**config.mk**
```make
export PLATFORM = sky130hd
export DESIGN_NAME = alu_seq_mdu
export DESIGN_NICKNAME = d
export VERILOG_FILES = /design/src/rtl/alu_seq_mdu.sv
export SDC_FILE = /design/constraint.sdc
export NUM_CORES = 1
export LEC_CHECK = 0
export CORE_AREA = 8 8 278 280
export CTS_CLUSTER_SIZE = 16
export DETAILED_ROUTE_END_ITERATION = 8
export DIE_AREA = 0 0 286 288
export DONT_BUFFER_PORTS = 1
export GPL_TIMING_DRIVEN = 0
export SYNTH_ARGS = -nofsm -noshare
export SYNTH_HDL_FRONTEND = slang
export SYNTH_SLANG_ARGS = --single-unit
export TNS_END_PERCENT = 5
```
**constraint.sdc**
```tcl
create_clock -name clk -period 14.1 [get_ports clk]
set_input_delay 2.82 -clock clk [delete_from_list [all_inputs] [get_ports clk]]
set_output_delay 2.82 -clock clk [all_outputs]
set_load 0.01 [all_outputs]
```
**src/rtl/alu_seq_mdu.sv**
```systemverilog
// Handshaked integer ALU with a 1-bit-per-cycle multiply/divide unit (RV-M).
// One request in flight; base ops complete in one cycle, M ops in XLEN+2 cycles.
module alu_seq_mdu #(
  parameter int unsigned XLEN   = 32,
  parameter bit          MDU_EN = 1'b1
) (
  input  logic            clk,
  input  logic            rst_n,
  input  logic            in_valid,
  output logic            in_ready,
  input  logic [XLEN-1:0] operand1,
  input  logic [XLEN-1:0] operand2,
  input  logic [4:0]      ALUoperation,
  output logic            out_valid,
  input  logic            out_ready,
  output logic [XLEN-1:0] result,
  output logic            zero,
  output logic            illegal
);

  localparam int unsigned SW = $clog2(XLEN);

  typedef enum logic [2:0] {S_IDLE, S_EXEC, S_BUSY, S_FIX, S_DONE} state_t;

  typedef enum logic [4:0] {
    OP_ADD = 5'h00, OP_SUB, OP_AND, OP_OR, OP_XOR, OP_SLL, OP_SRL, OP_SRA, OP_SLT, OP_SLTU,
    OP_MUL, OP_MULH, OP_MULHSU, OP_MULHU, OP_DIV, OP_DIVU, OP_REM, OP_REMU
  } op_t;

  state_t              state_q, state_d;
  logic                in_ready_q, in_ready_d;
  logic                out_valid_q, out_valid_d;
  logic [XLEN-1:0]     result_q, result_d;
  logic                zero_q, zero_d;
  logic                illegal_q, illegal_d;
  logic [4:0]          op_q, op_d;
  logic [XLEN-1:0]     opa_q, opa_d;
  logic [XLEN-1:0]     opb_q, opb_d;
  logic [2*XLEN:0]     acc_q, acc_d;
  logic [SW-1:0]       cnt_q, cnt_d;
  logic                neg_q, neg_d;

  logic                is_m, is_rem, op_illegal, sgn_a, sgn_b, a_neg, b_neg;
  logic [XLEN-1:0]     base_res, a_mag, b_mag, mul_res, div_res, quo, rem;
  logic [XLEN:0]       mul_sum, rem_sh, trial;
  logic [2*XLEN:0]     acc_add;
  logic [2*XLEN-1:0]   prod, prod_s;

  always_comb begin
    is_m       = (op_q >= OP_MUL) && (op_q <= OP_REMU);
    is_rem     = (op_q == OP_REM) || (op_q == OP_REMU);
    op_illegal = (op_q > OP_REMU) || (is_m && !MDU_EN);
    sgn_a      = op_q inside {OP_MULH, OP_MULHSU, OP_DIV, OP_REM};
    sgn_b      = op_q inside {OP_MULH, OP_DIV, OP_REM};
    a_neg      = sgn_a && opa_q[XLEN-1];
    b_neg      = sgn_b && opb_q[XLEN-1];
    a_mag      = a_neg ? -opa_q : opa_q;
    b_mag      = b_neg ? -opb_q : opb_q;
  end

  always_comb begin
    base_res = '0;
    case (op_q)
      OP_ADD:  base_res = opa_q + opb_q;
      OP_SUB:  base_res = opa_q - opb_q;
      OP_AND:  base_res = opa_q & opb_q;
      OP_OR:   base_res = opa_q | opb_q;
      OP_XOR:  base_res = opa_q ^ opb_q;
      OP_SLL:  base_res = opa_q << opb_q[SW-1:0];
      OP_SRL:  base_res = opa_q >> opb_q[SW-1:0];
      OP_SRA:  base_res = $unsigned($signed(opa_q) >>> opb_q[SW-1:0]);
      OP_SLT:  base_res[0] = $signed(opa_q) < $signed(opb_q);
      OP_SLTU: base_res[0] = opa_q < opb_q;
      default: base_res = '0;
    endcase
  end

  // Iteration datapath: acc holds {hi, lo} of the product, or {remainder, quotient}.
  always_comb begin
    mul_sum = acc_q[2*XLEN:XLEN] + {1'b0, opb_q};
    acc_add = acc_q[0] ? {mul_sum, acc_q[XLEN-1:0]} : acc_q;
    rem_sh  = acc_q[2*XLEN-1:XLEN-1];
    trial   = rem_sh - {1'b0, opb_q};
    prod    = acc_q[2*XLEN-1:0];
    prod_s  = neg_q ? -prod : prod;
    mul_res = (op_q == OP_MUL) ? prod_s[XLEN-1:0] : prod_s[2*XLEN-1:XLEN];
    quo     = acc_q[XLEN-1:0];
    rem     = acc_q[2*XLEN-1:XLEN];
    if (opb_q == '0) begin
      div_res = is_rem ? opa_q : '1;
    end else if (is_rem) begin
      div_res = neg_q ? -rem : rem;
    end else begin
      div_res = neg_q ? -quo : quo;
    end
  end

  always_comb begin
    state_d     = state_q;
    out_valid_d = out_valid_q;
    result_d    = result_q;
    zero_d      = zero_q;
    illegal_d   = illegal_q;
    op_d        = op_q;
    opa_d       = opa_q;
    opb_d       = opb_q;
    acc_d       = acc_q;
    cnt_d       = cnt_q;
    neg_d       = neg_q;
    case (state_q)
      S_IDLE: begin
        if (in_valid && in_ready_q) begin
          op_d    = ALUoperation;
          opa_d   = operand1;
          opb_d   = operand2;
          state_d = S_EXEC;
        end
      end
      S_EXEC: begin
        if (op_illegal) begin
          result_d    = '0;
          zero_d      = 1'b1;
          illegal_d   = 1'b1;
          out_valid_d = 1'b1;
          state_d     = S_DONE;
        end else if (!is_m) begin
          result_d    = base_res;
          zero_d      = (base_res == '0);
          illegal_d   = 1'b0;
          out_valid_d = 1'b1;
          state_d     = S_DONE;
        end else begin
          // Iterate on magnitudes; opa keeps the raw dividend for REM-by-zero.
          opb_d   = b_mag;
          acc_d   = {{(XLEN+1){1'b0}}, a_mag};
          neg_d   = is_rem ? a_neg : (a_neg ^ b_neg);
          cnt_d   = '1;
          state_d = S_BUSY;
        end
      end
      S_BUSY: begin
        if (op_q >= OP_DIV) begin
          acc_d = trial[XLEN] ? {acc_q[2*XLEN-1:0], 1'b0}
                              : {trial, acc_q[XLEN-2:0], 1'b1};
        end else begin
          acc_d = acc_add >> 1;
        end
        cnt_d = cnt_q - SW'(1);
        if (cnt_q == '0) begin
          state_d = S_FIX;
        end
      end
      S_FIX: begin
        result_d    = (op_q >= OP_DIV) ? div_res : mul_res;
        zero_d      = (((op_q >= OP_DIV) ? div_res : mul_res) == '0);
        illegal_d   = 1'b0;
        out_valid_d = 1'b1;
        state_d     = S_DONE;
      end
      S_DONE: begin
        if (out_ready) begin
          out_valid_d = 1'b0;
          state_d     = S_IDLE;
        end
      end
      default: state_d = S_IDLE;
    endcase
    in_ready_d = (state_d == S_IDLE);
  end

  always_ff @(posedge clk or negedge rst_n) begin
    if (!rst_n) begin
      state_q     <= S_IDLE;
      in_ready_q  <= 1'b0;
      out_valid_q <= 1'b0;
      result_q    <= '0;
      zero_q      <= 1'b0;
      illegal_q   <= 1'b0;
      op_q        <= '0;
      opa_q       <= '0;
      opb_q       <= '0;
      acc_q       <= '0;
      cnt_q       <= '0;
      neg_q       <= 1'b0;
    end else begin
      state_q     <= state_d;
      in_ready_q  <= in_ready_d;
      out_valid_q <= out_valid_d;
      result_q    <= result_d;
      zero_q      <= zero_d;
      illegal_q   <= illegal_d;
      op_q        <= op_d;
      opa_q       <= opa_d;
      opb_q       <= opb_d;
      acc_q       <= acc_d;
      cnt_q       <= cnt_d;
      neg_q       <= neg_d;
    end
  end

  assign in_ready  = in_ready_q;
  assign out_valid = out_valid_q;
  assign result    = result_q;
  assign zero      = zero_q;
  assign illegal   = illegal_q;

endmodule

```
### Word level (Yosys, flattened, before mapping)

Cells that the tools add are included.

| cells by class | value |
|---|---|
| add/sub/neg operators | 10 |
| order comparisons | 6 |
| equal/unequal tests | 25 |
| shifts and indexed selects | 3 |
| multiplexer cells | 45 |
| bitwise operators | 5 |
| reduce and logical (&&, ||, !) cells | 24 |

Operators with widths:

| operator | number |
|---|---|
| $mux 32 | 14 |
| $mux 65 | 5 |
| $pmux 31 s8 | 1 |
| $pmux 65 s2 | 1 |
| $neg 32->32 | 4 |
| $pmux 32 s2 | 2 |
| $logic_not 32->1 | 3 |
| $lt 32x32->1 | 2 |
| $mux 64 | 1 |
| $neg 64->64 | 1 |
| $add 33x32->33 | 1 |
| $sub 33x32->33 | 1 |
| $add 32x32->32 | 1 |
| $and 32x32->32 | 1 |
| $or 32x32->32 | 1 |
| $shl 32x5->32 | 1 |
| $shr 32x5->32 | 1 |
| $sshr 32x5->32 | 1 |
| $sub 32x32->32 | 1 |
| $xor 32x32->32 | 1 |
| $eq 5x4->1 const B | 6 |
| $eq 5x3->1 const B | 4 |
| $mux 3 | 5 |
| $pmux 3 s5 | 1 |
| 30 further kinds | 58 |

| word-level totals | value |
|---|---|
| register bits | 179 |
| input port bits | 73 |
| output and inout port bits | 36 |
| logic and storage cells | 130 |

### Longest topological paths before layout

Gate-level depths: netlist of run 1.

| logic depth | value |
|---|---|
| word-level depth | 7 |
| gate-level depth with buffers | 26 |
| mapped depth without buffers | 22 |

### Worst setup path after synthesis of run 1

No wires, ideal clock.

| timing path | value |
|---|---|
| kind | register to register |
| from | reg opb_q[2] |
| to | reg acc_q[40] |
| setup time | 121 ps |
| arrival | 5964 ps |
| data required time | 13979 ps |
| setup slack | 8015 ps |
| stages on the path, launching flop included | 27 |
| buffers on the path | 7 |
| period minus slack after synthesis | 6085 ps |
| cell sequence | dfrtp_1 clkbuf_1 inv_1 clkbuf_1 clkbuf_1 clkbuf_1 clkbuf_1 ha_1 a21o_1 a41oi_1 nand3_1 a311o_1 a31oi_1 nand2b_1 a211oi_1 a21oi_1 o21a_1 nand2_1 a21oi_1 o21ai_0 ha_1 clkbuf_1 buf_1 o21ai_0 o211ai_1 o21ai_0 a22o_1 |

| on the way | value |
|---|---|
| cells in the longest elaborated chain, start to end | 4 |
| elaborated cells on any way between the ends | 6 |
| classes of those cells | 2 x add/sub; 4 x mux |

Ends and longest elaborated chain:

| item | line | text |
|---|---|---|
| start: declaration | 38 | `logic [XLEN-1:0] opb_q, opb_d;` |
| start signal: assignment | 194 | `opb_q <= opb_d;` |
| $add 33x32->33 or $sub 33x32->33 (tied branches) | 80, 83 |  |
| $mux 65, on equally long branches | 81, 143 |  |
| $mux 65 * | 142 | `if (op_q >= OP_DIV) begin` |
| $pmux 65 s2 * | 110 | `case (state_q)` |
| end signal: assignment | 182 | `acc_q <= '0;` |
| end signal: assignment | 195 | `acc_q <= acc_d;` |
| end: declaration | 39 | `logic [2*XLEN:0] acc_q, acc_d;` |

Every way passes the cells marked *; elsewhere a longest branch is shown, timed or not.
A chain may end at the register's enable or synchronous reset.

### Worst setup path in the final report of run 1

Same ends and word-level chain as after synthesis.

==> impl_metrics.prom, run 1 <==
# TYPE chip_impl_metric gauge
chip_impl_info{name="failing_checks",value="max-capacitance violations"} 1
chip_impl_metric{name="grt.overflow.total",unit=""} 0
chip_impl_info{name="timing.hold.worst.class",value="register to register"} 1
chip_impl_metric{name="async_flop_share",unit="%"} 100
chip_impl_metric{name="yosysSeqAreaShare",unit="%"} 17.7
chip_impl_metric{name="crit_path_max_fanout",unit=""} 12
chip_impl_metric{name="max_cap_violations",unit=""} 1
chip_impl_metric{name="placedCellCount",unit=""} 4448
chip_impl_info{name="setup.worst_path.class",value="register to register"} 1
chip_impl_metric{name="die_footprint",unit="um2"} 82400
chip_impl_metric{name="final.period_utilization",unit="%"} 65.3
chip_impl_metric{name="synth_fp_nets",unit=""} 3739
chip_impl_metric{name="dr.pass1.iters",unit=""} 6
chip_impl_metric{name="clockBufferDepth",unit=""} 2
chip_impl_metric{name="setup_clock_skew_after_layout",unit="ns"} 0.0244
chip_impl_metric{name="drive_above_1_share",unit="%"} 4.60
chip_impl_metric{name="die_y",unit="um"} 288
chip_impl_metric{name="number_of_global_route_vias_before_repair",unit=""} 27619
chip_impl_metric{name="route.detailed.wl_per_inst",unit="um"} 36.6
chip_impl_metric{name="core-area",unit="um2"} 72600
chip_impl_metric{name="instances_no_fill",unit=""} 4490
chip_impl_metric{name="max-slew-margin-rel",unit="%"} 0.931
chip_impl_metric{name="worstPathRequired",unit="ns"} 14.53
chip_impl_metric{name="rows",unit=""} 99
chip_impl_info{name="outcome",value="complete, but fails checks"} 1
chip_impl_metric{name="final_max_slew_viol_count",unit=""} 0
chip_impl_metric{name="final_core_utilization",unit="%"} 37.3
chip_impl_metric{name="grt_start_max_net_pins",unit=""} 180
chip_impl_info{name="grt_setup_unrepaired",value="no"} 1
chip_impl_metric{name="die_width",unit="um"} 286
chip_impl_info{name="setup.worst_path.end_class",value="register"} 1
chip_impl_metric{name="clock_insertion_delay_worst_skew",unit="ns"} 0.54
chip_impl_metric{name="count_of_unresolved_drc_violations_after_routing",unit=""} 0
chip_impl_metric{name="route.final.wire_length",unit="mm"} 164
chip_impl_metric{name="gpl.final_weighted_congestion",unit=""} 1.09
chip_impl_metric{name="syn-instance-count",unit=""} 3487
chip_impl_metric{name="critical-path-max-stage-delay",unit="ns"} 0.89
chip_impl_metric{name="cp.arrival",unit="ns"} 9.63
chip_impl_metric{name="post-cts-setup-buffer-count",unit=""} 0
chip_impl_info{name="clockRootBuffer",value="clkbuf_16"} 1
chip_impl_metric{name="cts_resized",unit=""} 0
chip_impl_metric{name="yosys.cell_types.count",unit=""} 96
chip_impl_metric{name="pin_count",unit=""} 109
chip_impl_metric{name="routed_via_count",unit=""} 30689
chip_impl_metric{name="max_clock_freq",unit="MHz"} 109
chip_impl_metric{name="cts_htree_levels",unit=""} 4
chip_impl_metric{name="timing_worst_slew_pin_value",unit="ns"} 1.47
chip_impl_metric{name="yosys_register_bits",unit=""} 179
chip_impl_metric{name="antenna_violations_before_repair",unit=""} 14
chip_impl_metric{name="port_buffers",unit=""} 0
chip_impl_metric{name="layout-area-overhead-vs-synth",unit="%"} 7.19
chip_impl_metric{name="final_nets",unit=""} 3760
chip_impl_metric{name="finalHoldViolCount",unit=""} 0
chip_impl_metric{name="grt_first_pass_wirelength",unit="mm"} 225
chip_impl_metric{name="syn_area_per_cell",unit="um2"} 7.25
chip_impl_info{name="critPathSlowestCell",value="clkbuf_1"} 1
chip_impl_metric{name="synth_edf_count",unit=""} 0
chip_impl_metric{name="clock_transition_at_path_regs",unit="ns"} 0.10
chip_impl_metric{name="initial_utilization",unit="%"} 34.8
chip_impl_metric{name="routed_via_density",unit=""} 6.83
chip_impl_metric{name="grt_util_all_layers",unit="%"} 38.2
chip_impl_metric{name="finalSetupViolCount",unit=""} 0
chip_impl_metric{name="setup_tns",unit="ns"} 0
chip_impl_metric{name="hpwl",unit="mm"} 130
chip_impl_metric{name="numClockSinks",unit=""} 179
chip_impl_metric{name="fillCellCount",unit=""} 7917
chip_impl_metric{name="yosys_warnings",unit=""} 0
chip_impl_info{name="synthFlopType",value="dfrtp_1"} 1
chip_impl_metric{name="layout_min_cycle_time",unit="ns"} 9.20
chip_impl_info{name="cp-start-kind",value="register"} 1
chip_impl_info{name="cpMostUsedCell",value="clkbuf_1"} 1
chip_impl_metric{name="drt_iter0_markers",unit=""} 4510
chip_impl_metric{name="numCtsBuffers",unit=""} 17
chip_impl_metric{name="cts_hold_repair.buffers",unit=""} 0
chip_impl_metric{name="syn-cell-area",unit="um2"} 25300
chip_impl_metric{name="postRouteAntennaNets",unit=""} 0
chip_impl_info{name="tritoncts",value="done"} 1
-- per-layer routing --
metal	GRT usage (%)	wire, um	part of all wire (%)	up-vias
met5	0	103	0.063	-
met4	26.4	14200	8.6	11
met1	48.3	63900	39	14981
met2	55.9	67500	41	2192
met3	10.7	18800	11	567
li1	-	-	-	12938
-- stage by stage --
| stage | hold slack [ns] | worst slack (ns) | area [um2] |
|---|---|---|---|
| finish | 0.537 | 4.90 | 27100 |
| global route | 0.571 | 4.78 | 27100 |
| CTS | 0.539 | 5.32 | 27100 |
| detailed placement | 0.521 | 5.32 | 26500 |
| global placement | 0.506 | 5.26 | 26500 |
| floorplan | 0.484 | 8.02 | 25300 |
-- worst paths after layout --
path | startpoint | end | slack [ns] | cells after the start
setup reg to reg | opb_q[2] | acc_q[40] | 4.90 | 26
hold reg to reg | cnt_q[4] | cnt_q[4] | 0.54 | 2
max in group asynchronous | rst_n | opa_q[21] | 11.48 | 0
setup / recovery | opb_q[2] | acc_q[40] | 4.90 | 26
hold / removal | cnt_q[4] | cnt_q[4] | 0.54 | 2
min in group asynchronous | rst_n | cnt_q[0] | 2.00 | 0
-- worst max-delay path, delay by kind of cell, from the launching register on --
kind            cells  cell delay (ns)
buf+inv             8             4.33
fa+ha+maj           2             0.71
simple gates        3             0.45
compound gates     13             3.04
flops               1             0.55
-- synthesized netlist by cell type, types with 10 or more instances --
| cell type | n | area share [%] |
|---|---|---|
| o221ai_1 | 40 | 1.4 |
| o22ai_1 | 42 | 1.0 |
| nand2b_1 | 28 | 0.69 |
| dfrtp_1 | 179 | 18 |
| o31ai_1 | 40 | 1.2 |
| a22oi_1 | 26 | 0.77 |
| or2_2 | 14 | 0.35 |
| nand3_1 | 101 | 2.0 |
| o21ai_0 | 346 | 6.8 |
| and2_1 | 12 | 0.30 |
| clkbuf_1 | 245 | 3.6 |
| and4_1 | 12 | 0.42 |
| mux4_2 | 37 | 3.3 |
| o211ai_1 | 45 | 1.3 |
| a31oi_1 | 38 | 0.94 |
| ha_1 | 175 | 8.7 |
| a221oi_1 | 23 | 0.80 |
| xor2_1 | 58 | 2.0 |
| a211oi_1 | 54 | 1.6 |
| or4_1 | 23 | 0.68 |
| mux2_2 | 35 | 1.6 |
| o311ai_0 | 12 | 0.42 |
| a21oi_1 | 275 | 5.4 |
| nor3_1 | 92 | 1.8 |
| buf_1 | 35 | 0.52 |
| a22o_1 | 14 | 0.48 |
| o21a_1 | 30 | 0.89 |
| inv_1 | 122 | 1.8 |
| nor4_1 | 26 | 0.64 |
| a21o_1 | 38 | 1.1 |
| nor2_1 | 293 | 4.3 |
| a211o_1 | 10 | 0.35 |
| nand4_1 | 35 | 0.87 |
| xnor2_1 | 120 | 4.2 |
| mux2i_1 | 96 | 3.8 |
| nor2b_1 | 31 | 0.77 |
| o21bai_1 | 16 | 0.48 |
| and3_1 | 13 | 0.32 |
| o41ai_1 | 20 | 0.69 |
| nand2_1 | 418 | 6.2 |
| or3_1 | 24 | 0.59 |
| a2111oi_0 | 17 | 0.59 |
-- area by class of cell --
cell class / count / area [um2] / share of cell area [%]
Clock buffer: 18 / 429 / 1.58
Buffer: 301 / 1210 / 4.47
Inverter: 127 / 477 / 1.76
Timing Repair Buffer: 2 / 10.0 / 0.0369
Sequential cell: 179 / 4480 / 16.5
Clock inverter: 14 / 154 / 0.568
Tap cell: 959 / 1200 / 4.43
Antenna cell: 10 / 25.0 / 0.0923
Multi-Input combinational cell: 2880 / 19100 / 70.5
-- flip-flops by register name (all words and copies together), names as in the netlist, 3 cells and up --
register  flops
acc_q        65
opa_q        32
opb_q        32
result       32
cnt_q         5
op_q          5
state_q       3
-- kinds of logic after synthesis --
kind of cell    count (synthesis)  share of synthesized area [%]
xor+xnor                      178                           6.17
fa+ha+maj                     179                           8.98
buf+inv                       428                           6.68
simple gates                 1169                           21.8
compound gates               1186                           30.0
mux                           168                           8.65
flops                         179                           17.7
-- layout by cell type (no fill, tap or decap), drive strengths merged, types with 101 or more instances in the layout --
master    n
a21oi   275
clkbuf  264
dfrtp   179
ha      175
inv     133
nand2   418
nand3   101
nor2    295
o21ai   349
xnor2   120
Power of run 1 is left out: the tool's default activity adds up to more than one toggle a clock period on the data nets, which glitch-free logic cannot reach.
==> run 2, diff against run 1 <==
==> constraint.sdc (replaced) <==
create_clock -name clk -period 7.8 [get_ports clk]
set_input_delay 1.56 -clock clk [delete_from_list [all_inputs] [get_ports clk]]
set_output_delay 1.56 -clock clk [all_outputs]
set_load 0.01 [all_outputs]
==> impl_metrics.prom, run 2 (synthesized netlist as in run 1, its figures left out) <==
# TYPE chip_impl_metric gauge
chip_impl_info{name="outcome",value="complete, but fails checks"} 1
chip_impl_info{name="failing_checks",value="max-capacitance violations, max-slew violations, negative setup slack"} 1
chip_impl_metric{name="dr.pass1.iters",unit=""} 6
chip_impl_metric{name="grt_util_all_layers",unit="%"} 38.2
chip_impl_info{name="tritoncts",value="done"} 1
chip_impl_metric{name="initial_utilization",unit="%"} 34.8
chip_impl_metric{name="cts_hold_repair.buffers",unit=""} 0
chip_impl_metric{name="reg2reg_slack",unit="ns"} -0.13
chip_impl_metric{name="die_width",unit="um"} 286
chip_impl_metric{name="grt.overflow.total",unit=""} 0
chip_impl_info{name="top_register",value="acc_q"} 1
chip_impl_metric{name="pin_count",unit=""} 109
chip_impl_metric{name="finalHoldViolCount",unit=""} 0
chip_impl_metric{name="worstRegToRegCells",unit=""} 16
chip_impl_metric{name="die_y",unit="um"} 288
chip_impl_metric{name="grt_util_met2",unit="%"} 55.5
chip_impl_metric{name="route.final.wire_length",unit="mm"} 164
chip_impl_metric{name="timing_worst_slew_pin_value",unit="ns"} 1.50
chip_impl_info{name="timing.hold.worst.class",value="register to register"} 1
chip_impl_metric{name="worstPathRequired",unit="ns"} 8.27
chip_impl_metric{name="critical-path-max-stage-delay",unit="ns"} 0.96
chip_impl_metric{name="holdPathStages",unit=""} 2
chip_impl_info{name="crit_path_cell_trace",value="clkdlybuf4s15_1 -> inv_1 -> clkbuf_2 -> ha_1 -> mux2i_1 -> mux2i_1 -> a32oi_1 -> o21ai_0 -> a221oi_1 -> o311ai_0 -> a311oi_1 -> and4_1 -> and4_1 -> nand4b_1 -> nor3_1 -> a31o_1"} 1
chip_impl_info{name="commonest_non_fill_non_tap_cell_in_the_layout",value="nand2_1"} 1
chip_impl_metric{name="number_of_global_route_vias_before_repair",unit=""} 27631
chip_impl_metric{name="worst_slack",unit="ns"} -0.129
chip_impl_metric{name="gpl.final_weighted_congestion",unit=""} 1.09
chip_impl_metric{name="final_nets",unit=""} 3757
chip_impl_metric{name="setup_clock_skew_after_layout",unit="ns"} 0.0228
chip_impl_metric{name="final_core_utilization",unit="%"} 37.3
chip_impl_info{name="reg2reg_to",value="zero"} 1
chip_impl_metric{name="clockBufferDepth",unit=""} 2
chip_impl_metric{name="port_buffers",unit=""} 0
chip_impl_metric{name="antenna_violations_before_repair",unit=""} 12
chip_impl_metric{name="sequential_cell_area",unit="um2"} 4480
chip_impl_metric{name="cts_htree_levels",unit=""} 4
chip_impl_metric{name="grt_first_pass_wirelength",unit="mm"} 225
chip_impl_metric{name="rows",unit=""} 99
chip_impl_metric{name="groute.layer.met1.usage",unit="%"} 48.2
chip_impl_metric{name="crit_path_max_fanout",unit=""} 12
chip_impl_metric{name="numClockSinks",unit=""} 179
chip_impl_info{name="setup.worst_path.class",value="register to register"} 1
chip_impl_metric{name="routing_usage_on_met3",unit="%"} 10.8
chip_impl_info{name="whs_endpoint",value="cnt_q[4]"} 1
chip_impl_metric{name="setup_tns",unit="ns"} -0.454
chip_impl_metric{name="finalSetupViolCount",unit=""} 7
chip_impl_metric{name="routed_via_density",unit=""} 6.85
chip_impl_metric{name="postRouteAntennaNets",unit=""} 0
chip_impl_metric{name="max_cap_violations",unit=""} 1
chip_impl_info{name="grt_setup_unrepaired",value="yes"} 1
chip_impl_info{name="busiest_layer",value="met2"} 1
chip_impl_metric{name="layout_min_cycle_time",unit="ns"} 7.93
chip_impl_metric{name="cp.arrival",unit="ns"} 8.39
chip_impl_info{name="clockRootBuffer",value="clkbuf_16"} 1
chip_impl_info{name="hold_path.startpoint",value="cnt_q[4]"} 1
chip_impl_metric{name="fillCellCount",unit=""} 7914
chip_impl_metric{name="largest_register_ff_count",unit=""} 65
chip_impl_metric{name="numCtsBuffers",unit=""} 17
chip_impl_metric{name="grt_start_max_net_pins",unit=""} 180
chip_impl_metric{name="clock_insertion_delay_worst_skew",unit="ns"} 0.53
chip_impl_metric{name="preCtsSetupSlack",unit="ns"} -0.984
chip_impl_info{name="mostFrequentLayoutCells",value="nand2_1, o21ai_0, nor2_1"} 1
chip_impl_metric{name="route.detailed.wl_per_inst",unit="um"} 36.7
chip_impl_metric{name="final.period_utilization",unit="%"} 102
chip_impl_metric{name="hpwl",unit="mm"} 130
chip_impl_metric{name="placedCellCount",unit=""} 4448
chip_impl_metric{name="final_max_slew_viol_count",unit=""} 1
chip_impl_metric{name="instances_no_fill",unit=""} 4485
chip_impl_metric{name="drive_above_1_share",unit="%"} 4.86
chip_impl_metric{name="multi_input_comb_area",unit="um2"} 19100
chip_impl_metric{name="drt_iter0_markers",unit=""} 4718
chip_impl_info{name="critPathSlowestCell",value="a221oi_1"} 1
chip_impl_metric{name="die_footprint",unit="um2"} 82400
chip_impl_metric{name="max-slew-margin-rel",unit="%"} -1.26
chip_impl_metric{name="routed_via_count",unit=""} 30708
chip_impl_metric{name="layout-area-overhead-vs-synth",unit="%"} 7.21
chip_impl_metric{name="max_clock_freq",unit="MHz"} 126
chip_impl_metric{name="post-cts-setup-buffer-count",unit=""} 0
chip_impl_metric{name="clock_transition_at_path_regs",unit="ns"} 0.09
chip_impl_metric{name="core-area",unit="um2"} 72600
chip_impl_info{name="timing.rr.start",value="opb_q[0]"} 1
chip_impl_info{name="setup.worst_path.end_class",value="register"} 1
chip_impl_metric{name="count_of_unresolved_drc_violations_after_routing",unit=""} 0
chip_impl_info{name="cp-start-kind",value="register"} 1
run 2: worst max-delay path by stage:
stage	startpoint	end	slack (ns)	cells after the start
after floorplan	opb_q[2]	acc_q[40]	1.72	26
after global placement	opb_q[2]	zero	-1.04	21
after detailed placement	opb_q[2]	acc_q[40]	-0.98	26
after CTS	opb_q[2]	acc_q[50]	0.08	25
after global routing	opb_q[4]	acc_q[50]	-0.09	23
final	opb_q[0]	zero	-0.13	16
run 2: stage by stage:
step / hold WS, ns / cell area [um2]
global placement: 0.506 / 26500
global route: 0.571 / 27100
detailed placement: 0.521 / 26500
CTS: 0.539 / 27100
floorplan: 0.484 / 25300
finish: 0.535 / 27100
run 2: timing repair:
action	in CTS	in global routing
gates cloned	0	0
setup endpoints to repair	34	29
gates resized for setup	7	4
run 2: cell type report:
type / instances / share of cell area, %
inverter: 127 / 1.78
tap: 959 / 4.43
sequential: 179 / 16.5
timing repair buffer: 2 / 0.0369
antenna: 8 / 0.0738
clock buffer: 18 / 1.58
clock inverter: 14 / 0.568
buffer: 298 / 4.49
multi-input combinational: 2880 / 70.5
run 2: per-layer routing:
layer,vias to the layer above,routed length [um]
li1,12920,-
met5,-,89
met4,9,14100
met3,540,19100
met1,14966,63800
met2,2273,67400
run 2: worst max-delay path: cells and delay by family, from the launching register on:
kind | cells | cell delay (ns)
AO/OA/AOI/OAI | 6 | 2.82
buffers and inverters | 3 | 2.04
AND/OR/NAND/NOR | 4 | 0.97
flip-flops | 1 | 0.91
multiplexers | 2 | 0.62
adder cells (fa/ha/maj) | 1 | 0.46
Power of run 2 is left out for the same reason.
